--- src/rtl/ssqa_anneal_ctrl_if.sv ---
// Host/core-facing bus of the SSQA annealing sequencer: run control, latched config,
// sweep feedback from the core and the schedule/status outputs.
interface ssqa_anneal_ctrl_if #(
  parameter int TEM_WIDTH   = 8,
  parameter int ITER_WIDTH  = 16,
  parameter int TRIAL_WIDTH = 8,
  parameter int TAU_WIDTH   = 8
);
  logic                   start;
  logic                   abort;
  logic [TAU_WIDTH-1:0]   cfg_tau;
  logic [ITER_WIDTH-1:0]  cfg_cycles;
  logic [TRIAL_WIDTH-1:0] cfg_trials;
  logic [TEM_WIDTH-1:0]   cfg_i0_init;
  logic [TEM_WIDTH-1:0]   cfg_i0_step;
  logic [TEM_WIDTH-1:0]   cfg_i0_max;
  logic [TEM_WIDTH-1:0]   cfg_qmax;
  logic                   sweep_done;
  logic                   comp_en;
  logic                   rst_iter;
  logic [TEM_WIDTH-1:0]   I0;
  logic [TEM_WIDTH-1:0]   Q;
  logic [3:0]             state;
  logic [TRIAL_WIDTH-1:0] trial_idx;
  logic                   busy;
  logic                   trial_done;
  logic                   finish;
  logic                   aborted;

  // Host / core side.
  modport master (
    output start, abort, cfg_tau, cfg_cycles, cfg_trials,
           cfg_i0_init, cfg_i0_step, cfg_i0_max, cfg_qmax, sweep_done,
    input  comp_en, rst_iter, I0, Q, state, trial_idx, busy,
           trial_done, finish, aborted
  );

  // Sequencer side.
  modport slave (
    input  start, abort, cfg_tau, cfg_cycles, cfg_trials,
           cfg_i0_init, cfg_i0_step, cfg_i0_max, cfg_qmax, sweep_done,
    output comp_en, rst_iter, I0, Q, state, trial_idx, busy,
           trial_done, finish, aborted
  );
endinterface

--- src/rtl/ssqa_anneal_ctrl.sv ---
// Multi-trial SSQA annealing sequencer: per trial runs a fixed number of spin sweeps,
// ramping I0 (saturating linear) and Q (+1, saturating) every tau sweeps.
module ssqa_anneal_ctrl #(
  parameter int TEM_WIDTH   = 8,
  parameter int ITER_WIDTH  = 16,
  parameter int TRIAL_WIDTH = 8,
  parameter int TAU_WIDTH   = 8
) (
  input  logic              clk,
  input  logic              rst_sys,
  ssqa_anneal_ctrl_if.slave bus
);

  typedef enum logic [3:0] {
    S_IDLE = 4'd0,
    S_INIT = 4'd1,
    S_RUN  = 4'd2,
    S_TEND = 4'd3,
    S_DONE = 4'd4
  } state_e;

  state_e                 state_q, state_d;
  logic [TAU_WIDTH-1:0]   tau_q, tau_d;
  logic [ITER_WIDTH-1:0]  cycles_q, cycles_d;
  logic [TRIAL_WIDTH-1:0] trials_q, trials_d;
  logic [TEM_WIDTH-1:0]   i0_init_q, i0_init_d;
  logic [TEM_WIDTH-1:0]   i0_step_q, i0_step_d;
  logic [TEM_WIDTH-1:0]   i0_max_q, i0_max_d;
  logic [TEM_WIDTH-1:0]   qmax_q, qmax_d;
  logic [ITER_WIDTH-1:0]  sweep_cnt_q, sweep_cnt_d;
  logic [TAU_WIDTH-1:0]   tau_cnt_q, tau_cnt_d;
  logic [TRIAL_WIDTH-1:0] trial_idx_q, trial_idx_d;
  logic [TEM_WIDTH-1:0]   i0_q, i0_d;
  logic [TEM_WIDTH-1:0]   q_q, q_d;

  logic comp_en, rst_iter, trial_done, finish, aborted;

  // One extra bit on both sums so the ceiling compare sees the true value, never a wrapped one.
  logic [TEM_WIDTH:0]   i0_sum, q_sum;
  logic [TEM_WIDTH-1:0] i0_sat, q_sat;

  always_comb begin
    i0_sum = {1'b0, i0_q} + {1'b0, i0_step_q};
    q_sum  = {1'b0, q_q} + {{TEM_WIDTH{1'b0}}, 1'b1};
    i0_sat = (i0_sum > {1'b0, i0_max_q}) ? i0_max_q : i0_sum[TEM_WIDTH-1:0];
    q_sat  = (q_sum > {1'b0, qmax_q}) ? qmax_q : q_sum[TEM_WIDTH-1:0];
  end

  // sweep_done is a fire-and-forget 1-cycle pulse (no ready): it is counted only in RUN
  // and dropped elsewhere; abort outranks it and every other transition.
  always_comb begin
    state_d     = state_q;
    tau_d       = tau_q;
    cycles_d    = cycles_q;
    trials_d    = trials_q;
    i0_init_d   = i0_init_q;
    i0_step_d   = i0_step_q;
    i0_max_d    = i0_max_q;
    qmax_d      = qmax_q;
    sweep_cnt_d = sweep_cnt_q;
    tau_cnt_d   = tau_cnt_q;
    trial_idx_d = trial_idx_q;
    i0_d        = i0_q;
    q_d         = q_q;
    comp_en     = 1'b0;
    rst_iter    = 1'b0;
    trial_done  = 1'b0;
    finish      = 1'b0;
    aborted     = 1'b0;

    if (state_q != S_IDLE && bus.abort) begin
      state_d = S_IDLE;
      aborted = 1'b1;
    end else begin
      case (state_q)
        S_IDLE: begin
          if (bus.start) begin
            tau_d       = (bus.cfg_tau == '0) ? TAU_WIDTH'(1) : bus.cfg_tau;
            cycles_d    = (bus.cfg_cycles == '0) ? ITER_WIDTH'(1) : bus.cfg_cycles;
            trials_d    = (bus.cfg_trials == '0) ? TRIAL_WIDTH'(1) : bus.cfg_trials;
            i0_init_d   = bus.cfg_i0_init;
            i0_step_d   = bus.cfg_i0_step;
            i0_max_d    = bus.cfg_i0_max;
            qmax_d      = bus.cfg_qmax;
            trial_idx_d = '0;
            state_d     = S_INIT;
          end
        end
        S_INIT: begin
          rst_iter    = 1'b1;
          i0_d        = i0_init_q;
          q_d         = '0;
          sweep_cnt_d = '0;
          tau_cnt_d   = '0;
          state_d     = S_RUN;
        end
        S_RUN: begin
          comp_en = 1'b1;
          if (bus.sweep_done) begin
            sweep_cnt_d = sweep_cnt_q + ITER_WIDTH'(1);
            tau_cnt_d   = tau_cnt_q + TAU_WIDTH'(1);
            if (tau_cnt_q == tau_q - TAU_WIDTH'(1)) begin
              tau_cnt_d = '0;
              i0_d      = i0_sat;
              q_d       = q_sat;
            end
            if (sweep_cnt_q == cycles_q - ITER_WIDTH'(1)) state_d = S_TEND;
          end
        end
        S_TEND: begin
          trial_done = 1'b1;
          if (trial_idx_q == trials_q - TRIAL_WIDTH'(1)) begin
            state_d = S_DONE;
          end else begin
            trial_idx_d = trial_idx_q + TRIAL_WIDTH'(1);
            state_d     = S_INIT;
          end
        end
        S_DONE: begin
          finish  = 1'b1;
          state_d = S_IDLE;
        end
        default: state_d = S_IDLE;
      endcase
    end
  end

  always_ff @(posedge clk or negedge rst_sys) begin
    if (!rst_sys) begin
      state_q     <= S_IDLE;
      tau_q       <= '0;
      cycles_q    <= '0;
      trials_q    <= '0;
      i0_init_q   <= '0;
      i0_step_q   <= '0;
      i0_max_q    <= '0;
      qmax_q      <= '0;
      sweep_cnt_q <= '0;
      tau_cnt_q   <= '0;
      trial_idx_q <= '0;
      i0_q        <= '0;
      q_q         <= '0;
    end else begin
      state_q     <= state_d;
      tau_q       <= tau_d;
      cycles_q    <= cycles_d;
      trials_q    <= trials_d;
      i0_init_q   <= i0_init_d;
      i0_step_q   <= i0_step_d;
      i0_max_q    <= i0_max_d;
      qmax_q      <= qmax_d;
      sweep_cnt_q <= sweep_cnt_d;
      tau_cnt_q   <= tau_cnt_d;
      trial_idx_q <= trial_idx_d;
      i0_q        <= i0_d;
      q_q         <= q_d;
    end
  end

  assign bus.comp_en    = comp_en;
  assign bus.rst_iter   = rst_iter;
  assign bus.trial_done = trial_done;
  assign bus.finish     = finish;
  assign bus.aborted    = aborted;
  assign bus.I0         = i0_q;
  assign bus.Q          = q_q;
  assign bus.state      = state_q;
  assign bus.trial_idx  = trial_idx_q;
  assign bus.busy       = (state_q != S_IDLE);

endmodule

--- src/flat_wrapper.sv ---
// flat-port wrapper written by rule: the top's interface ports become plain ports
module ssqa_anneal_ctrl_flat 
#(
  parameter int TEM_WIDTH   = 8,
  parameter int ITER_WIDTH  = 16,
  parameter int TRIAL_WIDTH = 8,
  parameter int TAU_WIDTH   = 8
)
  (clk, rst_sys, bus_start, bus_abort, bus_cfg_tau, bus_cfg_cycles, bus_cfg_trials, bus_cfg_i0_init, bus_cfg_i0_step, bus_cfg_i0_max, bus_cfg_qmax, bus_sweep_done, bus_comp_en, bus_rst_iter, bus_I0, bus_Q, bus_state, bus_trial_idx, bus_busy, bus_trial_done, bus_finish, bus_aborted);
  ssqa_anneal_ctrl_if #(.TEM_WIDTH(TEM_WIDTH), .ITER_WIDTH(ITER_WIDTH), .TRIAL_WIDTH(TRIAL_WIDTH), .TAU_WIDTH(TAU_WIDTH)) bus_i ();
  input  logic clk;
  input  logic rst_sys;
  input wire logic [$bits(bus_i.start)-1:0] bus_start;
  input wire logic [$bits(bus_i.abort)-1:0] bus_abort;
  input wire logic [$bits(bus_i.cfg_tau)-1:0] bus_cfg_tau;
  input wire logic [$bits(bus_i.cfg_cycles)-1:0] bus_cfg_cycles;
  input wire logic [$bits(bus_i.cfg_trials)-1:0] bus_cfg_trials;
  input wire logic [$bits(bus_i.cfg_i0_init)-1:0] bus_cfg_i0_init;
  input wire logic [$bits(bus_i.cfg_i0_step)-1:0] bus_cfg_i0_step;
  input wire logic [$bits(bus_i.cfg_i0_max)-1:0] bus_cfg_i0_max;
  input wire logic [$bits(bus_i.cfg_qmax)-1:0] bus_cfg_qmax;
  input wire logic [$bits(bus_i.sweep_done)-1:0] bus_sweep_done;
  output wire logic [$bits(bus_i.comp_en)-1:0] bus_comp_en;
  output wire logic [$bits(bus_i.rst_iter)-1:0] bus_rst_iter;
  output wire logic [$bits(bus_i.I0)-1:0] bus_I0;
  output wire logic [$bits(bus_i.Q)-1:0] bus_Q;
  output wire logic [$bits(bus_i.state)-1:0] bus_state;
  output wire logic [$bits(bus_i.trial_idx)-1:0] bus_trial_idx;
  output wire logic [$bits(bus_i.busy)-1:0] bus_busy;
  output wire logic [$bits(bus_i.trial_done)-1:0] bus_trial_done;
  output wire logic [$bits(bus_i.finish)-1:0] bus_finish;
  output wire logic [$bits(bus_i.aborted)-1:0] bus_aborted;
  assign bus_i.start = bus_start;
  assign bus_i.abort = bus_abort;
  assign bus_i.cfg_tau = bus_cfg_tau;
  assign bus_i.cfg_cycles = bus_cfg_cycles;
  assign bus_i.cfg_trials = bus_cfg_trials;
  assign bus_i.cfg_i0_init = bus_cfg_i0_init;
  assign bus_i.cfg_i0_step = bus_cfg_i0_step;
  assign bus_i.cfg_i0_max = bus_cfg_i0_max;
  assign bus_i.cfg_qmax = bus_cfg_qmax;
  assign bus_i.sweep_done = bus_sweep_done;
  assign bus_comp_en = bus_i.comp_en;
  assign bus_rst_iter = bus_i.rst_iter;
  assign bus_I0 = bus_i.I0;
  assign bus_Q = bus_i.Q;
  assign bus_state = bus_i.state;
  assign bus_trial_idx = bus_i.trial_idx;
  assign bus_busy = bus_i.busy;
  assign bus_trial_done = bus_i.trial_done;
  assign bus_finish = bus_i.finish;
  assign bus_aborted = bus_i.aborted;
  ssqa_anneal_ctrl #(.TEM_WIDTH(TEM_WIDTH), .ITER_WIDTH(ITER_WIDTH), .TRIAL_WIDTH(TRIAL_WIDTH), .TAU_WIDTH(TAU_WIDTH)) u_core (.clk(clk), .rst_sys(rst_sys), .bus(bus_i));
endmodule
--- config.mk ---
export PLATFORM = sky130hd
export DESIGN_NAME = ssqa_anneal_ctrl_flat
export DESIGN_NICKNAME = d
export VERILOG_FILES = /design/src/rtl/ssqa_anneal_ctrl_if.sv /design/src/rtl/ssqa_anneal_ctrl.sv /design/src/flat_wrapper.sv
export SDC_FILE = /design/constraint.sdc
export NUM_CORES = 1
export LEC_CHECK = 0
export BUFFER_PORTS_ARGS = -buffer_cell sky130_fd_sc_hd__buf_2
export CAP_MARGIN = 20
export CORE_MARGIN = 2
export CORE_UTILIZATION = 50
export CTS_CLUSTER_DIAMETER = 120
export CTS_CLUSTER_SIZE = 28
export DETAILED_ROUTE_END_ITERATION = 8
export PLACE_DENSITY = 0.71
export SYNTH_ARGS = -nofsm -noshare
export SYNTH_HDL_FRONTEND = slang
export SYNTH_SLANG_ARGS = --single-unit
--- constraint.sdc ---
create_clock -name clk -period 7.25 [get_ports clk]
set_input_delay 0.3625 -clock clk [delete_from_list [all_inputs] [get_ports clk]]
set_output_delay 0.3625 -clock clk [all_outputs]
set_load 0.01 [all_outputs]
# After elaboration in Yosys (flattened, before gate mapping)
# Cells that the tools add are included.
# op_classes
addsub,8
mul,0
div,0
magnitude_cmp,2
n_eq_ne,14
shift,0
n_mux,34
n_bitwise,1
reduce_logical,13
# ops
cell,count
$mux 8,12
$pmux 8 s2,4
$mux 16,2
$pmux 16 s2,1
$gt 9x8->1,2
$add 16x1->16 const B,1
$add 8x1->8 const B,2
$eq 16x16->1,1
$eq 8x8->1,2
$logic_not 16->1,1
$logic_not 8->1,2
$mux 4,4
$pmux 4 s4,1
$sub 16x1->16 const B,1
$sub 8x1->8 const B,2
$add 8x1->9 const B,1
$add 8x8->9,1
$mux 1,9
$reduce_and 3->1,3
$eq 4x2->1 const B,2
$reduce_and 4->1,2
$ne 2x2->1 const B,3
$ne 3x2->1 const B,2
$eq 4x1->1 const B,1
other kinds (9),10
# word_totals
ff_bits,116
latch_bits,0
ram_bits,0
mem_bits_ro,0
input_bits,69
out_inout_bits,34
wordCells,85
memories,0

# Longest topological paths before layout
# logic_depth
ltp_word,6
mapped_depth,15
ltp_nobuf,14

# Worst setup path before layout
# No wires, ideal clock.
# synth_timing
kind,register to register
from,"reg u_core.i0_q[0], in the netlist u_core.bus.I0[0]"
to,"reg u_core.i0_q[3], in the netlist u_core.bus.I0[3]"
setup_time_ps,127
arrival_ps,3451
required_time_ps,7123
path_slack_ps,3672
stages_incl_launch_ff,16
path_buffers,1
period_less_slack_ps,3578
cell_sequence,dfrtp_1 > ha_1 > fa_1 > a21oi_1 > inv_1 > a21oi_1 > xnor2_1 > ha_1 > nand4_1 > o21a_1 > a311oi_1 > o21a_1 > clkbuf_1 > mux2i_1 > o21ai_0 > mux2_1
# synth_via
elab_chain_len,6
# synth_lines
element,line_no,source
from (decl),ssqa_anneal_ctrl.sv:33,"logic [TEM_WIDTH-1:0] i0_q, i0_d;"
from (signal assigned),ssqa_anneal_ctrl.sv:155,i0_q <= i0_d;
$add 8x8->9 (*),ssqa_anneal_ctrl.sv:43,"i0_sum = {1'b0, i0_q} + {1'b0, i0_step_q};"
$gt 9x8->1,ssqa_anneal_ctrl.sv:45,"i0_sat = (i0_sum > {1'b0, i0_max_q}) ? i0_max_q : i0_sum[TEM_WIDTH-1:0];"
$mux 8 (*),ssqa_anneal_ctrl.sv:45,
$mux 8 (*),ssqa_anneal_ctrl.sv:102,if (tau_cnt_q == tau_q - TAU_WIDTH'(1)) begin
$mux 8 (*),ssqa_anneal_ctrl.sv:99,if (bus.sweep_done) begin
$pmux 8 s2 (*),ssqa_anneal_ctrl.sv:75,case (state_q)
# Mark *: on every way between the ends. The rest lies on a longest branch, timed or not. The select of a mux whose other input is x is not followed.
# A chain may end at the register's enable or synchronous reset.

# Worst setup path in the final report
# layout_timing
from,"reg u_core.i0_q[4], in the netlist u_core.bus.I0[4]"
to,"reg u_core.i0_q[5], in the netlist u_core.bus.I0[5]"
# The elaborated chain is that of the path after synthesis.

==> results by group <==
Outcome
  • Outcome: finished, final reports clean

Cells and area
  • Seq. cell area: 0.00288 mm²
  • Fillers: 1230
  • Final nets: 982
  • Layout cell share with drive strength beyond 1: 16.8%
  • Area Overhead vs Synth: 17.9%
  • Final non-filler cell area: 0.00816 mm²
  • Top Registers: u_core.cycles_q x16, u_core.sweep_cnt_q x16
  • Multi-input gate area: 0.00379 mm²

Detailed routing
  • Drt wl/cell: 14.7 µm
  • Vias: 5771
  • TritonRoute pass-1 iters: 4
  • Vias per cell: 5.39
  • Post-DRT Antenna Nets: 0
  • First-iteration detailed-routing DRC count: 334
  • Number of remaining DRC errors: 0
  • Drt total wl: 15.7 mm

Pwr
  • Net Sw Power: 1.40 mW
  • Flop pwr share: 31.6%
  • Static leakage: 3.94 nW
  • P_int: 2.07 mW
  • Combinational share of power: 45.1%
  • Clk pwr share: 23.2%
  • PD cells: 425 mW/mm²
  • Worst vdd ir: 0.271 mV
  • Sw Share: 40.4%

Yosys
  • Top cells by area, synth: dfrtp_1, nand2_1, ha_1
  • Synth unique cells: 70
  • Post-synth net total: 889
  • Post-synthesis sequential area ratio: 41.6%
  • Post-synth ARST share: 100%
  • #FFs+latches synth: 115
  • Area leader, netlist: dfrtp_1
  • Most common cell in the netlist: nand2_1
  • Commonest cells post-synth: nand2_1, dfrtp_1, nor2_1
  • EDFF count, synth: 0
  • Synth Area per Inst: 8.78 µm²
  • Synthesized area: 0.00692 mm²
  • Post-synth top flop: dfrtp_1
  • Warnings from Yosys: 0
  • Share of the synthesized area in the top cell type: 41.6%
  • Post-Syn Instances: 788

STA
  • Unrepaired setup endpoints after global routing: false
  • Post-route setup TNS: 0 ns
  • Fin crit period: 3.83 ns
  • Final setup fails: 0
  • Actual slew at the worst max-slew pin: 0.771 ns
  • Slew headroom: 48.3%
  • Final period util: 52.9%
  • Final hold vios: 0
  • Hold_ws: 0.131 ns
  • Fmax: 0.261 GHz
  • Max-slew violations: 0
  • Clk_skew: 0.0118 ns

Place
  • Port Buffer Count: 101
  • Cell Area, Placed: 0.00755 mm²
  • DP HPWL: 11.1 mm
  • GP Congestion: 0.887

Floorplan
  • Total die area: 0.0148 mm²
  • Die width: 122 µm
  • Starting Density: 51.6%
  • # rows: 42
  • I/O pins: 103
  • Die outline height: 122 µm
  • Placeable Area: 0.0134 mm²

Job
  • Maxcap violations: 0

CTS
  • Root buffer cell: clkbuf_16
  • Clock transition at the registers of the reported paths: 0.05 ns
  • CTS Buf Count: 17
  • TritonCTS Sinks: 115
  • CTS H-tree depth: 4
  • CTS tree: yes
  • Longest Clk Path Bufs: 2
  • Worst-Skew Late Latency: 0.41 ns

GRT
  • Grt ovf: 0
  • Largest net degree at the start of global routing: 84
  • First-pass GRT wire length: 26.7 mm
  • GRT Total Usage: 22.8%
  • Initial antenna violation count: 0
  • Vias in the first global route: 5616

Setup path
  • CP top delay family: compound AO/OA/AOI/OAI gates
  • Crit path largest cell delay: 0.60 ns
  • CP required: 7.54 ns
  • Crit-path cells: ha_1 > a2111oi_0 > o31ai_1 > nand2_1 > xnor2_1 > ha_1 > nand4_1 > o21a_1 > a311oi_1 > o21a_1 > mux2i_1 > o21ai_0 > mux2_1
  • Crit-path max FO: 8
  • Critical path's slowest cell: a2111oi_0
  • Kind of critical path: register to register
  • Crit path capture type: register
  • Crit start category: register
  • WP buf/inv: 0
  • Data arrival, critical path: 4.12 ns

Worst hold path
  • Min-Delay Path Class: input port to register
path summary, 6_finish.rpt:
path                                      from                   to  slack, ns  cells after the start
setup / recovery              u_core.bus.I0[4]     u_core.bus.I0[5]       3.42                     13
hold / removal               bus_cfg_i0_max[0]   u_core.i0_max_q[0]       0.13                      3
setup reg to reg              u_core.bus.I0[4]     u_core.bus.I0[5]       3.42                     13
hold reg to reg            u_core.i0_init_q[6]  u_core.i0_init_q[6]       0.47                      2
max in group asynchronous              rst_sys  u_core.cycles_q[13]       5.85                      4
min in group asynchronous              rst_sys     u_core.qmax_q[5]       0.42                      2
area by class of cell:
class                      instances  area share [%]
multi-input combinational        608            46.5
sequential                       115            35.3
clock inverter                    10            1.33
antenna                            1          0.0307
inverter                          32            1.47
tap                              176            2.70
clock buffer                      21            5.65
timing repair buffer             107            7.06
metal layers:
metal	share of wire, %	track usage, %	vias up
met1	49	31.7	2725
met4	1.4	7.26	0
li1	-	-	2932
met2	46	35.7	101
met5	0	0	-
met3	3.9	5.06	13
cell families after synthesis:
group           after synthesis  synth area share [%]
compound gates              128                  12.1
xor+xnor                     73                  9.35
fa+ha+maj                    32                  5.89
buf+inv                      65                  3.74
flops                       115                  41.6
mux                          21                  3.13
other cells                   1                0.0542
simple gates                353                  24.2
stage by stage:
stage / std cells / utilization [%] / total power, mW / worst slack, ns
global placement: 1036 / 56.3 / 2.63 / 3.56
CTS: 1068 / 60.6 / 3.49 / 3.42
floorplan: 788 / - / 2.29 / 3.67
finish: 1070 / 60.9 / 3.47 / 3.42
detailed placement: 1036 / 56.3 / 2.66 / 3.43
global route: 1069 / 60.8 / 3.77 / 3.12
power by group through the flow:
stage	sequential (mW)	clock, mW	combinational (mW)
after detailed placement	1.10	0	1.56
after global routing	1.14	0.848	1.79
after global placement	1.10	0	1.53
after floorplan	1.04	0	1.25
final	1.10	0.806	1.57
after CTS	1.10	0.818	1.57
worst reg2reg max path, cell delays in order, from the launching register on:
cell and delay [ns]:
dfrtp_1 0.39, ha_1 0.35, a2111oi_0 0.60, o31ai_1 0.15, nand2_1 0.11, xnor2_1 0.08
ha_1 0.30, nand4_1 0.12, o21a_1 0.18, a311oi_1 0.26, o21a_1 0.48, mux2i_1 0.24
o21ai_0 0.10, mux2_1 0.34
layout by cell type (no fill, tap or decap), drive strengths merged, types with 8 or more instances in the layout:
cell,count
nand2,181
dfrtp,115
buf,106
nor2,44
o21ai,42
xnor2,39
xor2,34
inv,32
ha,31
nand3,23
clkbuf,21
a21oi,20
nor4,18
mux2i,16
nor3,14
o211ai,11
nand4,11
and3,10
nand2b,9
o31ai,8
o21a,8
or4,8
timing repair:
action                                  CTS  global route
setup buffers                             0             0
hold endpoints to repair                 32             0
hold buffers                              1             0
gates resized for setup                   0             0
endpoints found under the setup margin    0             0
(Power assumes the default switching activity.)
